**src/rtl/cpu16_pkg.sv**
```systemverilog
// Shared definitions for the 16-bit single-cycle CPU: opcodes, instruction
// field positions and the instruction loader state encoding.
package cpu16_pkg;

    localparam int INSTR_W = 16;

    // Legal opcode set; 0011 through 1000 are unassigned.
    localparam logic [3:0] OP_LOGIC = 4'b0000;
    localparam logic [3:0] OP_ARITH = 4'b0001;
    localparam logic [3:0] OP_SHIFT = 4'b0010;
    localparam logic [3:0] OP_ADDI  = 4'b1001;
    localparam logic [3:0] OP_SUBI  = 4'b1010;
    localparam logic [3:0] OP_SLTI  = 4'b1011;
    localparam logic [3:0] OP_LW    = 4'b1100;
    localparam logic [3:0] OP_SW    = 4'b1101;
    localparam logic [3:0] OP_BNE   = 4'b1110;
    localparam logic [3:0] OP_BEQ   = 4'b1111;

    // Least-significant bit of each field within the instruction word.
    localparam int OP_LSB    = 12;
    localparam int RS_LSB    = 10;
    localparam int RT_LSB    = 8;
    localparam int RD_LSB    = 6;
    localparam int FUNCT_LSB = 0;
    localparam int IMM_LSB   = 0;

    typedef enum logic [1:0] {
        ST_IDLE,
        ST_ACCEPT,
        ST_WRITE,
        ST_DONE
    } loaderState_e;

endpackage

```
**src/rtl/instr_loader_if.sv**
```systemverilog
// Decoded instruction field stream: the source drives a field bundle under
// valid/ready, the loader consumes it.
interface instr_loader_if;

    logic       in_valid;
    logic       in_ready;
    logic [3:0] in_op;
    logic [1:0] in_rs;
    logic [1:0] in_rt;
    logic [1:0] in_rd;
    logic [1:0] in_funct;
    logic [7:0] in_imm;
    logic       in_last;

    modport master (
        output in_valid, in_op, in_rs, in_rt, in_rd, in_funct, in_imm, in_last,
        input  in_ready
    );

    modport slave (
        input  in_valid, in_op, in_rs, in_rt, in_rd, in_funct, in_imm, in_last,
        output in_ready
    );

endinterface

```
**src/rtl/instr_encode.sv**
```systemverilog
// Combinational field-to-word encoder with legal-opcode flag; shared with the
// disassembler checker.
module instr_encode
    import cpu16_pkg::*;
(
    input  logic [3:0]         op,
    input  logic [1:0]         rs,
    input  logic [1:0]         rt,
    input  logic [1:0]         rd,
    input  logic [1:0]         funct,
    input  logic [7:0]         imm,
    output logic [INSTR_W-1:0] word,
    output logic               legal
);

    // NOTE: every output gets a default first so no path through the case infers a latch.
    always_comb begin
        word  = '0;
        legal = 1'b0;
        case (op)
            OP_LOGIC, OP_ARITH, OP_SHIFT: begin
                word  = {op, rs, rt, rd, 4'b0000, funct};
                legal = 1'b1;
            end
            OP_ADDI, OP_SUBI, OP_SLTI, OP_LW, OP_SW, OP_BNE, OP_BEQ: begin
                word  = {op, rs, rt, imm};
                legal = 1'b1;
            end
            default: ;
        endcase
    end

endmodule

```
**src/rtl/instr_loader.sv**
```systemverilog
// Sequential instruction loader: encodes field bundles and writes them into
// instruction memory at consecutive addresses, one word per two cycles.
module instr_loader
    import cpu16_pkg::*;
#(
    parameter int ADDR_W = 8
) (
    input  logic                clk,
    input  logic                rst_n,
    input  logic                start,
    instr_loader_if.slave       fieldIf,
    output logic                imem_we,
    output logic [ADDR_W-1:0]   imem_addr,
    output logic [INSTR_W-1:0]  imem_wdata,
    output logic [ADDR_W:0]     count,
    output logic                done,
    output logic                err_illegal,
    output logic                err_full
);

    localparam logic [ADDR_W-1:0] LAST_ADDR = '1;

    loaderState_e       stateQ, stateD;
    logic               lastQ;
    logic [INSTR_W-1:0] encWord;
    logic               encLegal;
    logic               handshake;
    logic               clearSession;
    logic               acceptWord;
    logic               setIllegal;
    logic               setFull;

    instr_encode u_encode (
        .op    (fieldIf.in_op),
        .rs    (fieldIf.in_rs),
        .rt    (fieldIf.in_rt),
        .rd    (fieldIf.in_rd),
        .funct (fieldIf.in_funct),
        .imm   (fieldIf.in_imm),
        .word  (encWord),
        .legal (encLegal)
    );

    assign fieldIf.in_ready = (stateQ == ST_ACCEPT);
    assign handshake        = fieldIf.in_valid && fieldIf.in_ready;

    always_comb begin
        stateD       = stateQ;
        clearSession = 1'b0;
        acceptWord   = 1'b0;
        setIllegal   = 1'b0;
        setFull      = 1'b0;
        case (stateQ)
            ST_IDLE, ST_DONE: begin
                if (start) begin
                    stateD       = ST_ACCEPT;
                    clearSession = 1'b1;
                end
            end
            ST_ACCEPT: begin
                if (handshake) begin
                    if (encLegal) begin
                        stateD     = ST_WRITE;
                        acceptWord = 1'b1;
                    end else begin
                        // Illegal bundles are dropped without consuming an address.
                        setIllegal = 1'b1;
                        if (fieldIf.in_last) stateD = ST_DONE;
                    end
                end
            end
            ST_WRITE: begin
                if (lastQ) begin
                    stateD = ST_DONE;
                end else if (imem_addr == LAST_ADDR) begin
                    stateD  = ST_DONE;
                    setFull = 1'b1;
                end else begin
                    stateD = ST_ACCEPT;
                end
            end
            default: stateD = ST_IDLE;
        endcase
    end

    // NOTE: sequential state uses non-blocking assignments so every register samples pre-edge values.
    always_ff @(posedge clk or negedge rst_n) begin
        if (!rst_n) begin
            stateQ      <= ST_IDLE;
            lastQ       <= 1'b0;
            imem_we     <= 1'b0;
            imem_addr   <= '0;
            imem_wdata  <= '0;
            count       <= '0;
            done        <= 1'b0;
            err_illegal <= 1'b0;
            err_full    <= 1'b0;
        end else begin
            stateQ  <= stateD;
            imem_we <= (stateD == ST_WRITE);
            done    <= (stateD == ST_DONE);
            if (clearSession) begin
                imem_addr   <= '0;
                count       <= '0;
                err_illegal <= 1'b0;
                err_full    <= 1'b0;
            end else begin
                if (acceptWord) begin
                    imem_wdata <= encWord;
                    lastQ      <= fieldIf.in_last;
                end
                if (stateQ == ST_WRITE) begin
                    imem_addr <= imem_addr + 1'b1;
                    count     <= count + 1'b1;
                end
                if (setIllegal) err_illegal <= 1'b1;
                if (setFull)    err_full    <= 1'b1;
            end
        end
    end

endmodule

```
**src/flat_wrapper.sv**
```systemverilog
// flat-port wrapper written by rule: the top's interface ports become plain ports
module instr_loader_flat import cpu16_pkg::*;
#(
    parameter int ADDR_W = 8
)
  (clk, rst_n, start, imem_we, imem_addr, imem_wdata, count, done, err_illegal, err_full, fieldIf_in_valid, fieldIf_in_op, fieldIf_in_rs, fieldIf_in_rt, fieldIf_in_rd, fieldIf_in_funct, fieldIf_in_imm, fieldIf_in_last, fieldIf_in_ready);
  instr_loader_if fieldIf_i ();
  input  logic clk;
  input  logic rst_n;
  input  logic start;
  output logic imem_we;
  output logic [ADDR_W-1:0] imem_addr;
  output logic [INSTR_W-1:0] imem_wdata;
  output logic [ADDR_W:0] count;
  output logic done;
  output logic err_illegal;
  output logic err_full;
  input wire logic [$bits(fieldIf_i.in_valid)-1:0] fieldIf_in_valid;
  input wire logic [$bits(fieldIf_i.in_op)-1:0] fieldIf_in_op;
  input wire logic [$bits(fieldIf_i.in_rs)-1:0] fieldIf_in_rs;
  input wire logic [$bits(fieldIf_i.in_rt)-1:0] fieldIf_in_rt;
  input wire logic [$bits(fieldIf_i.in_rd)-1:0] fieldIf_in_rd;
  input wire logic [$bits(fieldIf_i.in_funct)-1:0] fieldIf_in_funct;
  input wire logic [$bits(fieldIf_i.in_imm)-1:0] fieldIf_in_imm;
  input wire logic [$bits(fieldIf_i.in_last)-1:0] fieldIf_in_last;
  output wire logic [$bits(fieldIf_i.in_ready)-1:0] fieldIf_in_ready;
  assign fieldIf_i.in_valid = fieldIf_in_valid;
  assign fieldIf_i.in_op = fieldIf_in_op;
  assign fieldIf_i.in_rs = fieldIf_in_rs;
  assign fieldIf_i.in_rt = fieldIf_in_rt;
  assign fieldIf_i.in_rd = fieldIf_in_rd;
  assign fieldIf_i.in_funct = fieldIf_in_funct;
  assign fieldIf_i.in_imm = fieldIf_in_imm;
  assign fieldIf_i.in_last = fieldIf_in_last;
  assign fieldIf_in_ready = fieldIf_i.in_ready;
  instr_loader #(.ADDR_W(ADDR_W)) u_core (.clk(clk), .rst_n(rst_n), .start(start), .fieldIf(fieldIf_i), .imem_we(imem_we), .imem_addr(imem_addr), .imem_wdata(imem_wdata), .count(count), .done(done), .err_illegal(err_illegal), .err_full(err_full));
endmodule
```
**config.mk**
```make
export PLATFORM = sky130hd
export DESIGN_NAME = instr_loader_flat
export DESIGN_NICKNAME = d
export VERILOG_FILES = /design/src/rtl/cpu16_pkg.sv /design/src/rtl/instr_loader_if.sv /design/src/rtl/instr_encode.sv /design/src/rtl/instr_loader.sv /design/src/flat_wrapper.sv
export SDC_FILE = /design/constraint.sdc
export NUM_CORES = 1
export LEC_CHECK = 0
export CAP_MARGIN = 20
export CORE_UTILIZATION = 40
export CTS_BUF_LIST = sky130_fd_sc_hd__clkbuf_4 sky130_fd_sc_hd__clkbuf_8
export DETAILED_ROUTE_END_ITERATION = 10
export PLACE_DENSITY = 0.72
export SLEW_MARGIN = 20
export SYNTH_ARGS = -nofsm -noshare
export SYNTH_HDL_FRONTEND = slang
export SYNTH_SLANG_ARGS = --single-unit
export TNS_END_PERCENT = 30
```
**constraint.sdc**
```tcl
create_clock -name clk -period 2.4 [get_ports clk]
set_input_delay 0.24 -clock clk [delete_from_list [all_inputs] [get_ports clk]]
set_output_delay 0.24 -clock clk [all_outputs]
set_load 0.02 [all_outputs]
```
=== Word level (Yosys, flattened, before mapping) ===
Index checks and enable logic that the tools add are counted.

* Bits in registers: 40
* Input port bits: 25
* Output and inout bits: 38
* Word-level logic and storage cells: 66

* Add/sub/neg operators: 2
* Eq/ne operators: 15
* Muxes and demuxes: 28
* Bitwise gates (word level): 1
* Reductions and logical operators: 11

{| class="wikitable"
|+ Operators by type and width
! operator !! count
|-
| one-hot mux 16 bit (2 select lines) || 1
|-
| equality test 4 bit, second input constant || 7
|-
| 2-to-1 mux 9 bit || 2
|-
| 2-to-1 mux 1 bit || 16
|-
| 2-to-1 mux 8 bit || 2
|-
| 2-to-1 mux 2 bit || 6
|-
| OR reduction 10 bit || 1
|-
| adder 9 x 1 -> 9 bit, second input constant || 1
|-
| adder 8 x 1 -> 8 bit, second input constant || 1
|-
| equality test 2 bit, second input constant || 4
|-
| equality test 8 bit, second input constant || 1
|-
| OR reduction 7 bit || 1
|-
| one-hot mux 2 bit (3 select lines) || 1
|-
| nonzero test 2 bit || 3
|-
| equality test 4 x 1 -> 1 bit, second input constant || 1
|-
| equality test 4 x 2 -> 1 bit, second input constant || 1
|-
| logical NOT 4 bit || 1
|-
| OR reduction 3 bit || 1
|-
| equality test 2 x 1 -> 1 bit, second input constant || 1
|-
| logical NOT 2 bit || 1
|-
| AND reduction 2 bit || 1
|-
| OR reduction 2 bit || 1
|-
| logical AND 1 bit || 1
|-
| inverter 1 bit || 1
|}

=== Depth between registers and ports, before layout ===
* Word-level depth: 8
* Depth in mapped cells: 7
* Gate-level depth less buffers: 6

=== Cells and area by module ===
A second synthesis with hierarchy kept.

* Cells, all modules: 177
* Area total of the unflattened synthesis: 2028.2 um^2

{| class="wikitable"
|+ By module, submodules not included
! module !! times used !! cells each !! area an instance (um^2) !! seq. area each (um^2)
|-
| instr_loader || 1 || 148 || 1828.0 || 1001.0
|-
| instr_encode || 1 || 29 || 200.2 || 0.0
|}

=== Least setup slack after synthesis ===
Ideal clock, no wire load.

* Path kind: register to register
* From: register u_core.stateQ[0]
* To: register u_core.imem_wdata[0]
* Arrival time: 1674 ps
* Setup slack: 599 ps
* Stages on the path, launching flop included: 7
* Path buffers: 1
* Clock period less this slack: 1801 ps
* Cells stage by stage: dfrtp_1 -> ha_1 -> and2_0 -> and4b_1 -> clkbuf_1 -> a222oi_1 -> inv_1

* Word-level cells in the longest chain between the ends: 5
* Elaborated cells on any way between the ends: 10

{| class="wikitable"
|+ Ends and longest elaborated chain
! item !! RTL line !! RTL
|-
| start: declaration || instr_loader.sv:23 || <nowiki>loaderState_e stateQ, stateD;</nowiki>
|-
| start signal: assignment || instr_loader.sv:99 || <nowiki>stateQ <= stateD;</nowiki>
|-
| equality test 2 x 1 -> 1 bit * || instr_loader.sv:44 || <nowiki>assign fieldIf.in_ready = (stateQ == ST_ACCEPT);</nowiki>
|-
| net fieldIf_in_ready || flat_wrapper.sv:26 || <nowiki>output wire logic [$bits(fieldIf_i.in_ready)-1:0] fieldIf_in_ready;</nowiki>
|-
| logical AND 1 bit || instr_loader.sv:45 || <nowiki>assign handshake = fieldIf.in_valid && fieldIf.in_ready;</nowiki>
|-
| 2-to-1 mux 1 bit || instr_loader.sv:61 || <nowiki>if (handshake) begin</nowiki>
|-
| 2-to-1 mux 1 bit * || instr_loader.sv:53 || <nowiki>case (stateQ)</nowiki>
|-
| AND reduction 2 bit (no source line) * || n/a ||
|-
| end signal: assignment || instr_loader.sv:109 || <nowiki>imem_wdata <= encWord;</nowiki>
|-
| end: declaration || instr_loader.sv:14 || <nowiki>output logic [INSTR_W-1:0] imem_wdata,</nowiki>
|}

The timed path passes the listed nets; every way through them passes the cells marked *.
A chain may end at the register's enable or synchronous reset.

=== Final worst setup path ===
* From: register u_core.stateQ[0]
* To: register u_core.count[5]

* Word-level cells in the longest chain between the ends: 4
* Elaborated cells on any way between the ends: 7

{| class="wikitable"
|+ Ends and longest elaborated chain
! item !! RTL line !! RTL
|-
| equality test 2 bit or logical NOT 2 bit (tied branches) || instr_loader.sv:53 ||
|-
| OR reduction 2 bit || instr_loader.sv:53 ||
|-
| 2-to-1 mux 1 bit || instr_loader.sv:53 ||
|-
| 2-to-1 mux 9 bit or nonzero test 2 bit (tied branches) || n/a ||
|-
| end signal: assignment || instr_loader.sv:114 || <nowiki>count <= count + 1'b1;</nowiki>
|-
| end: declaration || instr_loader.sv:15 || <nowiki>output logic [ADDR_W:0] count,</nowiki>
|}

Several ways; a longest one is shown, not always the timed one.

==> flow_summary.toml <==
[timing]
final.setup_skew_ns = 0.00739
layout_setup_ws_ns = 0.442
fin_crit_ns = 1.96
max_freq_mhz = 511
tightest_slew_ns = 0.874
rsz0062_at_grt = "no"
setup-violations-final = 0
hold_violations = 0
fin_setup_tns_ns = 0
report.final.slew_viol_count = 0
slew_headroom = 0.417
post-route-period-util = 0.816

[power_and_ir_drop]
peakVddDrop_uv = 398
switching_share = 0.346
p_clk_frac = 0.215
power_leakage_nw = 1.15
p_total_mw = 2.78
p_comb_frac = 0.431
p_seq_frac = 0.354
p_int_mw = 1.82
p_sw_mw = 0.963
power.density_nw_per_um2 = 1080

[synthesis]
synth_fp_nets = 194
synth-main-ff-cell = "dfrtp_1"
yosysSeqAreaShare = 0.558
async_flop_share = 1.00
synth_edf_count = 0
synth-compound-area-share = 0.143
synth-simple-area-share = 0.142
yosys_warnings = 0
netlist_instances = 165
ys_seq_elements = 40
synth_xor_area_frac = 0.0537
avgSynthCellArea_sq_um = 10.9
synth_cell_type_count = 32
synth_top_family_by_area = "compound AO/OA/AOI/OAI gates"
syn_area_sq_um = 1790
yosys.area_share.adder = 0.0279
yosys-mux-area-fraction = 0.0426

[clocking]
cts_setup_buffers = 0
clockBufferDepth = 2
path_clk_slew_ns = 0.08
cts.repair.resized = 0
h-tree-depth = 2
cts_root_buffer = "clkbuf_8"
hold_buffers = 0
cts_buffers = 5
insertion_delay_ns = 0.30
tritoncts = "done"
cts_sinks = 40

[global_routing]
grt_pass1_wl_mm = 6.02
antenna_found_initial = 0
grt_pass1_vias = 1288
track_usage = 0.177
gr-total-overflow = 0
grt_max_degree = 41

[floorplan]
fp-row-count = 23
die-height_um = 69.0
ioPinCount = 63
die_w_um = 69.0
initial_core_util = 0.433
core_area_sq_um = 4140
dieArea_sq_um = 4750

[run_status]
status = "complete, no violations"

[final_layout]
fillers = 366
nNetsFinal = 259
layout-drive-gt1-share = 0.0779
finish.instance_area_sq_um = 2590
antenna_cells = 0
area_delta_synth_final_pct = 44.3
post_layout_nonfiller_instances = 281

[setup_path]
setup.worst_path.class = "flip-flop to flip-flop"
crit_path_start_kind = "flip-flop"
cp_cell_sequence = "inv_1, ha_1, nand4_1, or3_1, a21oi_1"
slowest_delay_ns = 0.48
cp_max_fo = 13
crit_family = "simple AND/OR/NAND/NOR gates"
required_ns = 2.61
ff2ff_setup_slack_ns = 0.44
cp_num_buf_inv = 1
cp-end-kind = "flip-flop"
arrival_ns = 2.17
critPathSlowestCell = "ha_1"

[drt]
routed_wl_mm = 4.05
wl_per_cell_um = 14.4
remaining_drc_errors = 0
dr.first_iter.drc_count = 88
routed_via_density = 5.17
first_pass_iters = 4
vias = 1454
drtAntennaViolNets = 0

[place]
post-place-ws_ns = 0.316
place_congestion = 0.759
port_buffers = 62
dp_cells = 273
dpl_cell_area_sq_um = 2460
dp_hpwl_mm = 2.86

[min_path]
hp-class = "primary input to asynchronous set/reset pin"

[run]
cap_violations = 0
registers in the layout, summed over array words and instances, names as in the netlist:
name                cells
u_core.count            9
u_core.done             1
u_core.err_full         1
u_core.err_illegal      1
u_core.imem_addr        8
u_core.imem_wdata      16
u_core.imem_we          1
u_core.lastQ            1
u_core.stateQ           2
worst paths after layout:
| kind | startpoint | endpoint | cells after the start |
|---|---|---|---|
| setup / recovery | u_core.stateQ[0]$_DFF_PN0_ | u_core.count[5]$_DFFE_PN0P_ | 5 |
| hold / removal | rst_n | u_core.imem_addr[0]$_DFFE_PN0P_ | 1 |
| setup reg to reg | u_core.stateQ[0]$_DFF_PN0_ | u_core.count[5]$_DFFE_PN0P_ | 5 |
| hold reg to reg | u_core.imem_wdata[14]$_DFFE_PN0P_ | u_core.imem_wdata[14]$_DFFE_PN0P_ | 2 |
| max in group asynchronous | rst_n | u_core.imem_addr[4]$_DFFE_PN0P_ | 1 |
| min in group clk | u_core.imem_wdata[14]$_DFFE_PN0P_ | u_core.imem_wdata[14]$_DFFE_PN0P_ | 2 |
cell families after synthesis:
kind of cell,after synthesis
XOR/XNOR,11
buffers and inverters,15
flip-flops,40
AO/OA/AOI/OAI,35
AND/OR/NAND/NOR,53
multiplexers,7
adder cells (fa/ha/maj),4
stage by stage:
stage / util / hold slack [ns]
after floorplan: - / -0.0556
after global placement: 0.594 / 0.409
final: 0.624 / 0.0555
after CTS: 0.624 / 0.0894
after detailed placement: 0.594 / 0.413
after global routing: 0.624 / 0.130
per-layer routing:
| layer | part of all wire | vias to the layer above | track usage |
|---|---|---|---|
| met4 | 0.020 | 0 | 0.0995 |
| met3 | 0.039 | 7 | 0.0411 |
| li1 | - | 710 | - |
| met1 | 0.45 | 704 | 0.217 |
| met2 | 0.49 | 33 | 0.285 |
| met5 | 0 | - | 0 |
worst register-to-register path: stages (launching register included):
cell	delay, ns
dfrtp_1	0.42
inv_1	0.07
ha_1	0.48
nand4_1	0.33
or3_1	0.43
a21oi_1	0.16
power by group through the flow:
stage / clock network, mW / logic [mW] / registers, mW
floorplan: 0 / 0.483 / 1.19
finish: 0.598 / 1.20 / 0.986
detailed placement: 0 / 1.21 / 0.997
global route: 0.641 / 1.29 / 1.01
global placement: 0 / 1.19 / 0.994
CTS: 0.609 / 1.21 / 0.986
synthesized netlist by cell type, types with 3 or more instances:
| cell type | count | area, sq um |
|---|---|---|
| nand4_1 | 6 | 37.5 |
| dfrtp_1 | 40 | 1000 |
| xnor2_1 | 3 | 26.3 |
| mux2_2 | 5 | 56.3 |
| o21ai_0 | 11 | 55.1 |
| nor3_1 | 3 | 15.0 |
| or3_1 | 4 | 25.0 |
| nand2_1 | 13 | 48.8 |
| and3_1 | 3 | 18.8 |
| xor2_1 | 8 | 70.1 |
| a222oi_1 | 4 | 40.0 |
| clkbuf_1 | 4 | 15.0 |
| nor2_1 | 19 | 71.3 |
| a22o_1 | 4 | 35.0 |
| a21oi_1 | 7 | 35.0 |
| ha_1 | 4 | 50.1 |
| inv_1 | 9 | 33.8 |
final cells by class:
type | instances | area, sq um | share of cell area
flip-flops and latches | 40 | 1000 | 0.387
multi-input cells | 110 | 733 | 0.283
repair buffers | 64 | 631 | 0.244
clock buffers | 7 | 96.3 | 0.0372
well taps | 50 | 62.6 | 0.0242
inverters | 9 | 33.8 | 0.0131
clock inverters | 1 | 30.0 | 0.0116
layout by cell type (no fill, tap or decap), drive strengths merged, types with 5 or more instances in the layout:
cell	instances
clkdlybuf4s50	61
dfrtp	40
nor2	19
nand2	13
o21ai	11
inv	9
xor2	8
a21oi	7
clkbuf	7
nand4	6
mux2	5
Note: power is estimated with default switching activity, not from simulation.
